## src/rtl/ex_mdu_pkg.sv

```systemverilog
// Shared definitions for the multiply/divide unit.
//   - one-hot MDU opcode bit positions and opcode width
//   - FSM state encoding used by ex_mdu
package ex_mdu_pkg;

    localparam int MDOP_W     = 8;

    localparam int MDOP_MULT  = 0;
    localparam int MDOP_MULTU = 1;
    localparam int MDOP_DIV   = 2;
    localparam int MDOP_DIVU  = 3;
    localparam int MDOP_MTHI  = 4;
    localparam int MDOP_MTLO  = 5;
    localparam int MDOP_MFHI  = 6;
    localparam int MDOP_MFLO  = 7;

    typedef enum logic [1:0] {
        ST_IDLE = 2'd0,
        ST_MUL  = 2'd1,
        ST_DIV  = 2'd2,
        ST_DONE = 2'd3
    } mdu_state_e;

endpackage

```

## src/rtl/ex_mdu_if.sv

```systemverilog
// Execute-stage <-> MDU signal bundle.
//   master : execute stage / controller side (drives op, operands, flush, stall)
//   slave  : ex_mdu side (returns stall request, HI/LO, busy)
interface ex_mdu_if #(
    parameter int WIDTH = 32
);
    import ex_mdu_pkg::*;

    logic                 ex_flush_i;
    logic                 ex_stall_i;
    logic [MDOP_W-1:0]    ex_mduop_i;
    logic [WIDTH-1:0]     ex_opr1_i;
    logic [WIDTH-1:0]     ex_opr2_i;
    logic                 ex_stallreq_o;
    logic [WIDTH-1:0]     ex_hi_o;
    logic [WIDTH-1:0]     ex_lo_o;
    logic                 ex_mdu_busy_o;

    modport master (
        output ex_flush_i, ex_stall_i, ex_mduop_i, ex_opr1_i, ex_opr2_i,
        input  ex_stallreq_o, ex_hi_o, ex_lo_o, ex_mdu_busy_o
    );

    modport slave (
        input  ex_flush_i, ex_stall_i, ex_mduop_i, ex_opr1_i, ex_opr2_i,
        output ex_stallreq_o, ex_hi_o, ex_lo_o, ex_mdu_busy_o
    );

endinterface

```

## src/rtl/ex_mdu_div.sv

```systemverilog
// Iterative restoring divider, DIV_BPC quotient bits per cycle.
// Ports:
//   clk, rst_n  clock, async active-low reset
//   start       load operands (setup cycle); absolute values are taken here
//   sgn         signed division
//   dividend    dividend operand
//   divisor     divisor operand
//   cancel      abort the running division
//   done        high during the final iteration cycle
//   quo, rem    sign-corrected results, valid from the cycle after done
module ex_mdu_div #(
    parameter int WIDTH   = 32,
    parameter int DIV_BPC = 1
) (
    input  logic             clk,
    input  logic             rst_n,
    input  logic             start,
    input  logic             sgn,
    input  logic [WIDTH-1:0] dividend,
    input  logic [WIDTH-1:0] divisor,
    input  logic             cancel,
    output logic             done,
    output logic [WIDTH-1:0] quo,
    output logic [WIDTH-1:0] rem
);

    localparam int ITERS = WIDTH / DIV_BPC;
    localparam int CNT_W = $clog2(ITERS + 1);

    logic             busy_q;
    logic [CNT_W-1:0] cnt_q;
    logic [WIDTH-1:0] rem_q, quo_q, dvs_q;
    logic             neg_quo_q, neg_rem_q, dz_q;

    logic [WIDTH-1:0] dividend_abs, divisor_abs;
    logic [WIDTH-1:0] r_nxt, q_nxt;
    logic [WIDTH:0]   r_ext, diff;

    assign dividend_abs = (sgn && dividend[WIDTH-1]) ? -dividend : dividend;
    assign divisor_abs  = (sgn && divisor[WIDTH-1])  ? -divisor  : divisor;

    // quo_q doubles as the dividend shift register: dividend bits leave at
    // the top while quotient bits enter at the bottom.
    always_comb begin
        r_nxt = rem_q;
        q_nxt = quo_q;
        r_ext = '0;
        diff  = '0;
        for (int i = 0; i < DIV_BPC; i++) begin
            r_ext = {r_nxt, q_nxt[WIDTH-1]};
            diff  = r_ext - {1'b0, dvs_q};
            q_nxt = {q_nxt[WIDTH-2:0], ~diff[WIDTH]};
            r_nxt = diff[WIDTH] ? r_ext[WIDTH-1:0] : diff[WIDTH-1:0];
        end
    end

    always_ff @(posedge clk or negedge rst_n) begin
        if (!rst_n) begin
            busy_q    <= 1'b0;
            cnt_q     <= '0;
            rem_q     <= '0;
            quo_q     <= '0;
            dvs_q     <= '0;
            neg_quo_q <= 1'b0;
            neg_rem_q <= 1'b0;
            dz_q      <= 1'b0;
        end else if (cancel) begin
            busy_q <= 1'b0;
        end else if (start) begin
            busy_q    <= 1'b1;
            cnt_q     <= CNT_W'(ITERS);
            rem_q     <= '0;
            quo_q     <= dividend_abs;
            dvs_q     <= divisor_abs;
            neg_quo_q <= sgn & (dividend[WIDTH-1] ^ divisor[WIDTH-1]);
            neg_rem_q <= sgn & dividend[WIDTH-1];
            dz_q      <= (divisor == '0);
        end else if (busy_q) begin
            rem_q <= r_nxt;
            quo_q <= q_nxt;
            cnt_q <= cnt_q - 1'b1;
            if (cnt_q == CNT_W'(1))
                busy_q <= 1'b0;
        end
    end

    assign done = busy_q && (cnt_q == CNT_W'(1));

    // Divide by zero: the restoring loop already leaves |dividend| in the
    // remainder, so the remainder sign fix restores the dividend itself;
    // only the quotient needs forcing.
    assign quo = dz_q ? '1 : (neg_quo_q ? -quo_q : quo_q);
    assign rem = neg_rem_q ? -rem_q : rem_q;

endmodule

```

## src/rtl/ex_mdu.sv

```systemverilog
// Multi-cycle multiply/divide unit beside the execute stage; owns HI/LO.
// Ports:
//   clk, rst_n  clock, async active-low reset
//   mdu         ex_mdu_if.slave: flush/stall/op/operands in,
//               stallreq/HI/LO/busy out
//
// state | meaning
// IDLE  | ready; accepts MULT/MULTU/DIV/DIVU, applies MTHI/MTLO
// MUL   | product travelling through the register pipeline
// DIV   | divider iterating
// DONE  | result retired (DIV writes HI/LO here); held while stalled
module ex_mdu
    import ex_mdu_pkg::*;
#(
    parameter int WIDTH   = 32,
    parameter int MUL_LAT = 2,
    parameter int DIV_BPC = 1
) (
    input  logic     clk,
    input  logic     rst_n,
    ex_mdu_if.slave  mdu
);

    mdu_state_e state_q, state_d;

    logic [WIDTH-1:0]   hi_q, lo_q;
    logic [WIDTH-1:0]   opa_q, opb_q;
    logic               mul_sgn_q;
    logic [2:0]         cnt_q;
    logic               div_fix_q;

    logic               flush, stall;
    logic               is_mul, is_div, start, mul_last;
    logic [WIDTH-1:0]   mul_a, mul_b;
    logic               mul_sgn;
    logic [2*WIDTH-1:0] mul_ext_a, mul_ext_b, mul_prod, mul_src;
    logic               div_done;
    logic [WIDTH-1:0]   div_quo, div_rem;
    logic               unused_mf;

    assign flush  = mdu.ex_flush_i;
    assign stall  = mdu.ex_stall_i;
    assign is_mul = mdu.ex_mduop_i[MDOP_MULT] | mdu.ex_mduop_i[MDOP_MULTU];
    assign is_div = mdu.ex_mduop_i[MDOP_DIV]  | mdu.ex_mduop_i[MDOP_DIVU];

    // MFHI/MFLO are served by the execute stage from ex_hi_o/ex_lo_o.
    assign unused_mf = mdu.ex_mduop_i[MDOP_MFHI] ^ mdu.ex_mduop_i[MDOP_MFLO];

    // rst_n gating keeps stallreq low while reset is held.
    assign start = (is_mul | is_div) & (state_q == ST_IDLE) & ~flush & rst_n;

    // Start cycle multiplies the live operands; later cycles use the latched copy.
    assign mul_a     = start ? mdu.ex_opr1_i : opa_q;
    assign mul_b     = start ? mdu.ex_opr2_i : opb_q;
    assign mul_sgn   = start ? mdu.ex_mduop_i[MDOP_MULT] : mul_sgn_q;
    assign mul_ext_a = {{WIDTH{mul_sgn & mul_a[WIDTH-1]}}, mul_a};
    assign mul_ext_b = {{WIDTH{mul_sgn & mul_b[WIDTH-1]}}, mul_b};
    assign mul_prod  = mul_ext_a * mul_ext_b;

    generate
        if (MUL_LAT == 1) begin : g_mul_comb
            assign mul_src = mul_prod;
        end else begin : g_mul_pipe
            logic [2*WIDTH-1:0] pipe_q [MUL_LAT-1];
            always_ff @(posedge clk or negedge rst_n) begin
                if (!rst_n) begin
                    for (int i = 0; i < MUL_LAT - 1; i++)
                        pipe_q[i] <= '0;
                end else if (start || state_q == ST_MUL) begin
                    pipe_q[0] <= mul_prod;
                    for (int i = 1; i < MUL_LAT - 1; i++)
                        pipe_q[i] <= pipe_q[i-1];
                end
            end
            assign mul_src = pipe_q[MUL_LAT-2];
        end
    endgenerate

    assign mul_last = ((state_q == ST_MUL) && (cnt_q == 3'd1)) ||
                      (start && is_mul && (MUL_LAT == 1));

    ex_mdu_div #(
        .WIDTH   (WIDTH),
        .DIV_BPC (DIV_BPC)
    ) u_div (
        .clk      (clk),
        .rst_n    (rst_n),
        .start    (start & is_div),
        .sgn      (mdu.ex_mduop_i[MDOP_DIV]),
        .dividend (mdu.ex_opr1_i),
        .divisor  (mdu.ex_opr2_i),
        .cancel   (flush),
        .done     (div_done),
        .quo      (div_quo),
        .rem      (div_rem)
    );

    always_ff @(posedge clk or negedge rst_n) begin
        if (!rst_n)
            state_q <= ST_IDLE;
        else
            state_q <= state_d;
    end

    always_comb begin
        state_d = state_q;
        unique case (state_q)
            ST_IDLE: begin
                if (start) begin
                    if (is_div)
                        state_d = ST_DIV;
                    else if (MUL_LAT == 1)
                        state_d = ST_DONE;
                    else
                        state_d = ST_MUL;
                end
            end
            ST_MUL:  if (cnt_q == 3'd1) state_d = ST_DONE;
            ST_DIV:  if (div_done)      state_d = ST_DONE;
            ST_DONE: if (!stall)        state_d = ST_IDLE;
            default: state_d = ST_IDLE;
        endcase
        if (flush)
            state_d = ST_IDLE;
    end

    always_ff @(posedge clk or negedge rst_n) begin
        if (!rst_n) begin
            opa_q     <= '0;
            opb_q     <= '0;
            mul_sgn_q <= 1'b0;
            cnt_q     <= '0;
            div_fix_q <= 1'b0;
        end else begin
            if (start && is_mul) begin
                opa_q     <= mdu.ex_opr1_i;
                opb_q     <= mdu.ex_opr2_i;
                mul_sgn_q <= mdu.ex_mduop_i[MDOP_MULT];
                cnt_q     <= 3'(MUL_LAT - 1);
            end else if (state_q == ST_MUL) begin
                cnt_q <= cnt_q - 3'd1;
            end
            // Marks the sign-fix (DONE) cycle of a division that was not flushed.
            div_fix_q <= (state_q == ST_DIV) & div_done & ~flush;
        end
    end

    always_ff @(posedge clk or negedge rst_n) begin
        if (!rst_n) begin
            hi_q <= '0;
            lo_q <= '0;
        end else if (mul_last && !flush) begin
            {hi_q, lo_q} <= mul_src;
        end else if (div_fix_q) begin
            hi_q <= div_rem;
            lo_q <= div_quo;
        end else if (state_q == ST_IDLE && !stall && !flush) begin
            if (mdu.ex_mduop_i[MDOP_MTHI]) hi_q <= mdu.ex_opr1_i;
            if (mdu.ex_mduop_i[MDOP_MTLO]) lo_q <= mdu.ex_opr1_i;
        end
    end

    assign mdu.ex_stallreq_o = (start | (state_q == ST_MUL) | (state_q == ST_DIV)) & ~flush;
    assign mdu.ex_hi_o       = hi_q;
    assign mdu.ex_lo_o       = lo_q;
    assign mdu.ex_mdu_busy_o = (state_q != ST_IDLE);

endmodule
```

## src/flat_wrapper.sv

```systemverilog
// flat-port wrapper written by rule: the top's interface ports become plain ports
module ex_mdu_flat import ex_mdu_pkg::*;
#(
    parameter int WIDTH   = 32,
    parameter int MUL_LAT = 2,
    parameter int DIV_BPC = 1
)
  (clk, rst_n, mdu_ex_flush_i, mdu_ex_stall_i, mdu_ex_mduop_i, mdu_ex_opr1_i, mdu_ex_opr2_i, mdu_ex_stallreq_o, mdu_ex_hi_o, mdu_ex_lo_o, mdu_ex_mdu_busy_o);
  ex_mdu_if #(.WIDTH(WIDTH)) mdu_i ();
  input  logic clk;
  input  logic rst_n;
  input wire logic [$bits(mdu_i.ex_flush_i)-1:0] mdu_ex_flush_i;
  input wire logic [$bits(mdu_i.ex_stall_i)-1:0] mdu_ex_stall_i;
  input wire logic [$bits(mdu_i.ex_mduop_i)-1:0] mdu_ex_mduop_i;
  input wire logic [$bits(mdu_i.ex_opr1_i)-1:0] mdu_ex_opr1_i;
  input wire logic [$bits(mdu_i.ex_opr2_i)-1:0] mdu_ex_opr2_i;
  output wire logic [$bits(mdu_i.ex_stallreq_o)-1:0] mdu_ex_stallreq_o;
  output wire logic [$bits(mdu_i.ex_hi_o)-1:0] mdu_ex_hi_o;
  output wire logic [$bits(mdu_i.ex_lo_o)-1:0] mdu_ex_lo_o;
  output wire logic [$bits(mdu_i.ex_mdu_busy_o)-1:0] mdu_ex_mdu_busy_o;
  assign mdu_i.ex_flush_i = mdu_ex_flush_i;
  assign mdu_i.ex_stall_i = mdu_ex_stall_i;
  assign mdu_i.ex_mduop_i = mdu_ex_mduop_i;
  assign mdu_i.ex_opr1_i = mdu_ex_opr1_i;
  assign mdu_i.ex_opr2_i = mdu_ex_opr2_i;
  assign mdu_ex_stallreq_o = mdu_i.ex_stallreq_o;
  assign mdu_ex_hi_o = mdu_i.ex_hi_o;
  assign mdu_ex_lo_o = mdu_i.ex_lo_o;
  assign mdu_ex_mdu_busy_o = mdu_i.ex_mdu_busy_o;
  ex_mdu #(.WIDTH(WIDTH), .MUL_LAT(MUL_LAT), .DIV_BPC(DIV_BPC)) u_core (.clk(clk), .rst_n(rst_n), .mdu(mdu_i));
endmodule
```

## config.mk

```make
export PLATFORM = sky130hd
export DESIGN_NAME = ex_mdu_flat
export DESIGN_NICKNAME = d
export VERILOG_FILES = /design/src/rtl/ex_mdu_pkg.sv /design/src/rtl/ex_mdu_if.sv /design/src/rtl/ex_mdu_div.sv /design/src/rtl/ex_mdu.sv /design/src/flat_wrapper.sv
export SDC_FILE = /design/constraint.sdc
export NUM_CORES = 2
export LEC_CHECK = 0
export CAP_MARGIN = 40
export CORE_ASPECT_RATIO = 1.2
export CORE_MARGIN = 2
export CORE_UTILIZATION = 62
export CTS_BUF_LIST = sky130_fd_sc_hd__clkbuf_8
export DETAILED_ROUTE_END_ITERATION = 10
export GPL_ROUTABILITY_DRIVEN = 1
export PLACE_DENSITY = 0.8
export RECOVER_POWER = 100
export REMOVE_ABC_BUFFERS = 1
export SETUP_SLACK_MARGIN = 0.2
export SLEW_MARGIN = 25
export SYNTH_ARGS = -nofsm -noshare
export SYNTH_HDL_FRONTEND = slang
export SYNTH_SLANG_ARGS = --single-unit
```

## constraint.sdc

```tcl
create_clock -name clk -period 26.7 [get_ports clk]
set_input_delay 4.005 -clock clk [delete_from_list [all_inputs] [get_ports clk]]
set_output_delay 4.005 -clock clk [all_outputs]
set_load 0.01 [all_outputs]
```

==> flow_metrics.env <==
export IMPL_status="finished, violations left"
export IMPL_violations="capacitance limit, slew limit"
export IMPL_areaGrowthSynthToFinish_pct=7.48
export IMPL_drive_gt1_share_pct=4.48
export IMPL_cp_arrival_ns=20.51
export IMPL_finClkSkew_ns=0.0500
export IMPL_async_flop_share_pct=100
export IMPL_synth_edf_count=0
export IMPL_setup_viol=0
export IMPL_synth_ff_type="dfrtp_1"
export IMPL_netlist_instances=6481
export IMPL_rsz0062_at_grt="false"
export IMPL_cts_tree="done"
export IMPL_drt_iter0_markers=4509
export IMPL_yosysSeqAreaShare_pct=13.8
export IMPL_ant_nets=0
export IMPL_num_fill_cells=7152
export IMPL_rows=120
export IMPL_hp_class="reg2reg"
export IMPL_wire_per_inst_um=23.4
export IMPL_tightest_slew_ns=6.01
export IMPL_final_min_clock_period_ns=19.98
export IMPL_mostFrequentLayoutCells="nand2_1, inv_1, fa_1, nor2_1, dfrtp_1"
export IMPL_synth_top_area_share_pct=40.7
export IMPL_maxCapViolCount=15
export IMPL_crit_slowest_cell="clkbuf_1"
export IMPL_yosys_area_top_type="fa_1"
export IMPL_clkTransAtPathRegs_ns=0.06
export IMPL_nets=7962
export IMPL_grt_pass1_vias=48300
export IMPL_cts_setup_buffers=0
export IMPL_viasPerCell=6.04
export IMPL_grt_ovfl_total=0
export IMPL_synth_area_um2=55400
export IMPL_fmax_mhz=50.0
export IMPL_register_area_um2=7630
export IMPL_antenna_found_initial=4
export IMPL_finalSetupTns_ns=0
export IMPL_finalHoldViolCount=0
export IMPL_dp_hpwl_um=140000
export IMPL_multi_input_area_um2=42100
export IMPL_critPathLaunchType="input port"
export IMPL_start_util_pct=62.3
export IMPL_period_share_pct=74.8
export IMPL_clockBufferDepth=3
export IMPL_clock_sinks=305
export IMPL_grt_use_total_pct=40.0
export IMPL_cp_common_cell="fa_1"
export IMPL_synth_warnings=0
export IMPL_core_area_um2=88900
export IMPL_layout_commonest_cell="nand2_1"
export IMPL_wl_um=180000
export IMPL_boundaryPins=142
export IMPL_cts_made_buffers=51
export IMPL_cp_end_kind="register"
export IMPL_avgSynthCellArea_um2=8.55
export IMPL_cp_slowest_stage_delay_ns=4.13
export IMPL_hold_slack_ns=0.479
export IMPL_cts_resized=0
export IMPL_dr_total_vias=46600
export IMPL_relSlewSlack_pct=-301
export IMPL_ctsHoldBuffers=0
export IMPL_port_buffers=139
export IMPL_ys_top_cells_by_area="fa_1, dfrtp_1, nand2_1, inv_1, ha_1"
export IMPL_ys_types=80
export IMPL_ys_ff_latch=305
export IMPL_drv_slew=952
export IMPL_utilization_pct=67.0
export IMPL_drcViolationCount=0
export IMPL_clockRootBuffer="clkbuf_8"
export IMPL_gp_congestion=1.01
export IMPL_clk_latency_ns=0.62
export IMPL_worstPathMaxFanout=108
export IMPL_drtPass1Iterations=7
export IMPL_crit_type="in2reg"
export IMPL_grt_first_pass_wirelength_um=278000
export IMPL_die_w_um=277
export IMPL_dieArea_um2=91700
export IMPL_htreeDepth=2
export IMPL_grt_max_degree=109
export IMPL_die_h_um=331
export IMPL_cp_required_ns=27.22
[worst paths after layout]
kind                                        startpoint                            to  slack (ns)  cells after the start
worst max-delay path                             rst_n  u_core.g_mul_pipe.pipe_q[60]        6.72                     37
min in group asynchronous                        rst_n         u_core.u_div.rem_q[5]        5.61                      1
max in group asynchronous                        rst_n         u_core.mdu.ex_lo_o[2]       15.23                      3
worst min-delay path            u_core.mdu.ex_lo_o[17]        u_core.mdu.ex_lo_o[17]        0.48                      2
worst max register to register       u_core.state_q[0]  u_core.g_mul_pipe.pipe_q[60]       13.82                     38
worst min register to register  u_core.mdu.ex_lo_o[17]        u_core.mdu.ex_lo_o[17]        0.48                      2
[worst max-delay path, delay by kind of cell]
family / cells / cell delay, ns
adder cells (fa/ha/maj): 9 / 4.76
AO/OA/AOI/OAI: 8 / 2.18
AND/OR/NAND/NOR: 8 / 1.92
buffers and inverters: 12 / 7.49
[cell usage after synthesis (32+ instances only)]
| cell | count |
|---|---|
| nand2_1 | 1353 |
| inv_1 | 1214 |
| fa_1 | 1126 |
| nor2_1 | 592 |
| dfrtp_1 | 305 |
| clkbuf_1 | 300 |
| ha_1 | 257 |
| a21oi_1 | 243 |
| o21ai_0 | 213 |
| xor2_1 | 115 |
| xnor2_1 | 106 |
| mux2i_1 | 65 |
| a211oi_1 | 61 |
| a21o_1 | 54 |
| a31oi_1 | 44 |
| o31ai_1 | 42 |
| nand3_1 | 32 |
| nor3_1 | 32 |
[per-stage QoR]
step | setup WS, ns | instance area, um^2 | cells
floorplan | 5.82 | 54100 | 6147
global placement | 10.67 | 58300 | 7585
detailed placement | 10.56 | 58500 | 7605
CTS | 11.13 | 59600 | 7698
global route | 5.33 | 59500 | 7703
finish | 6.72 | 59500 | 7705
[flip-flops by register name (all words and copies together) (netlist names)]
register                  count
u_core.u_div.rem_q           32
u_core.u_div.dvs_q           32
u_core.mul_sgn_q              1
u_core.u_div.cnt_q            6
u_core.cnt_q                  3
u_core.g_mul_pipe.pipe_q     64
u_core.mdu.ex_lo_o           32
u_core.div_fix_q              1
u_core.u_div.busy_q           1
u_core.opa_q                 32
u_core.u_div.neg_quo_q        1
u_core.u_div.dz_q             1
u_core.opb_q                 32
u_core.u_div.quo_q           32
u_core.state_q                2
u_core.mdu.ex_hi_o           32
u_core.u_div.neg_rem_q        1
[metal layers]
metal,track usage (%),wire [um],up-vias
li1,-,-,19700
met1,49.6,61800,23200
met2,63.6,82700,2839
met3,7.77,19700,812
met4,28.1,16100,0
met5,0,0,-
[cell type report]
| type | count | area share, % |
|---|---|---|
| flip-flops and latches | 305 | 12.8 |
| multi-input cells | 4627 | 70.8 |
| repair buffers | 303 | 4.39 |
| clock inverters | 29 | 0.401 |
| clock buffers | 64 | 1.48 |
| diodes | 3 | 0.0126 |
| inverters | 1215 | 7.66 |
| well taps | 1159 | 2.44 |
[cell families after synthesis]
group / after synthesis / synth area share [%]
AOI/OAI and AO/OA: 788 / 8.70
buffers and inverters: 1549 / 10.5
xor gates and xnor gates: 221 / 3.49
DFF: 305 / 13.8
and+or+nand+nor: 2170 / 15.8
muxes: 65 / 1.17
adders and majority gates: 1383 / 46.5
Power is not shown: default switching activity piles up to over one toggle a cycle in this logic, so the estimate is an artifact.
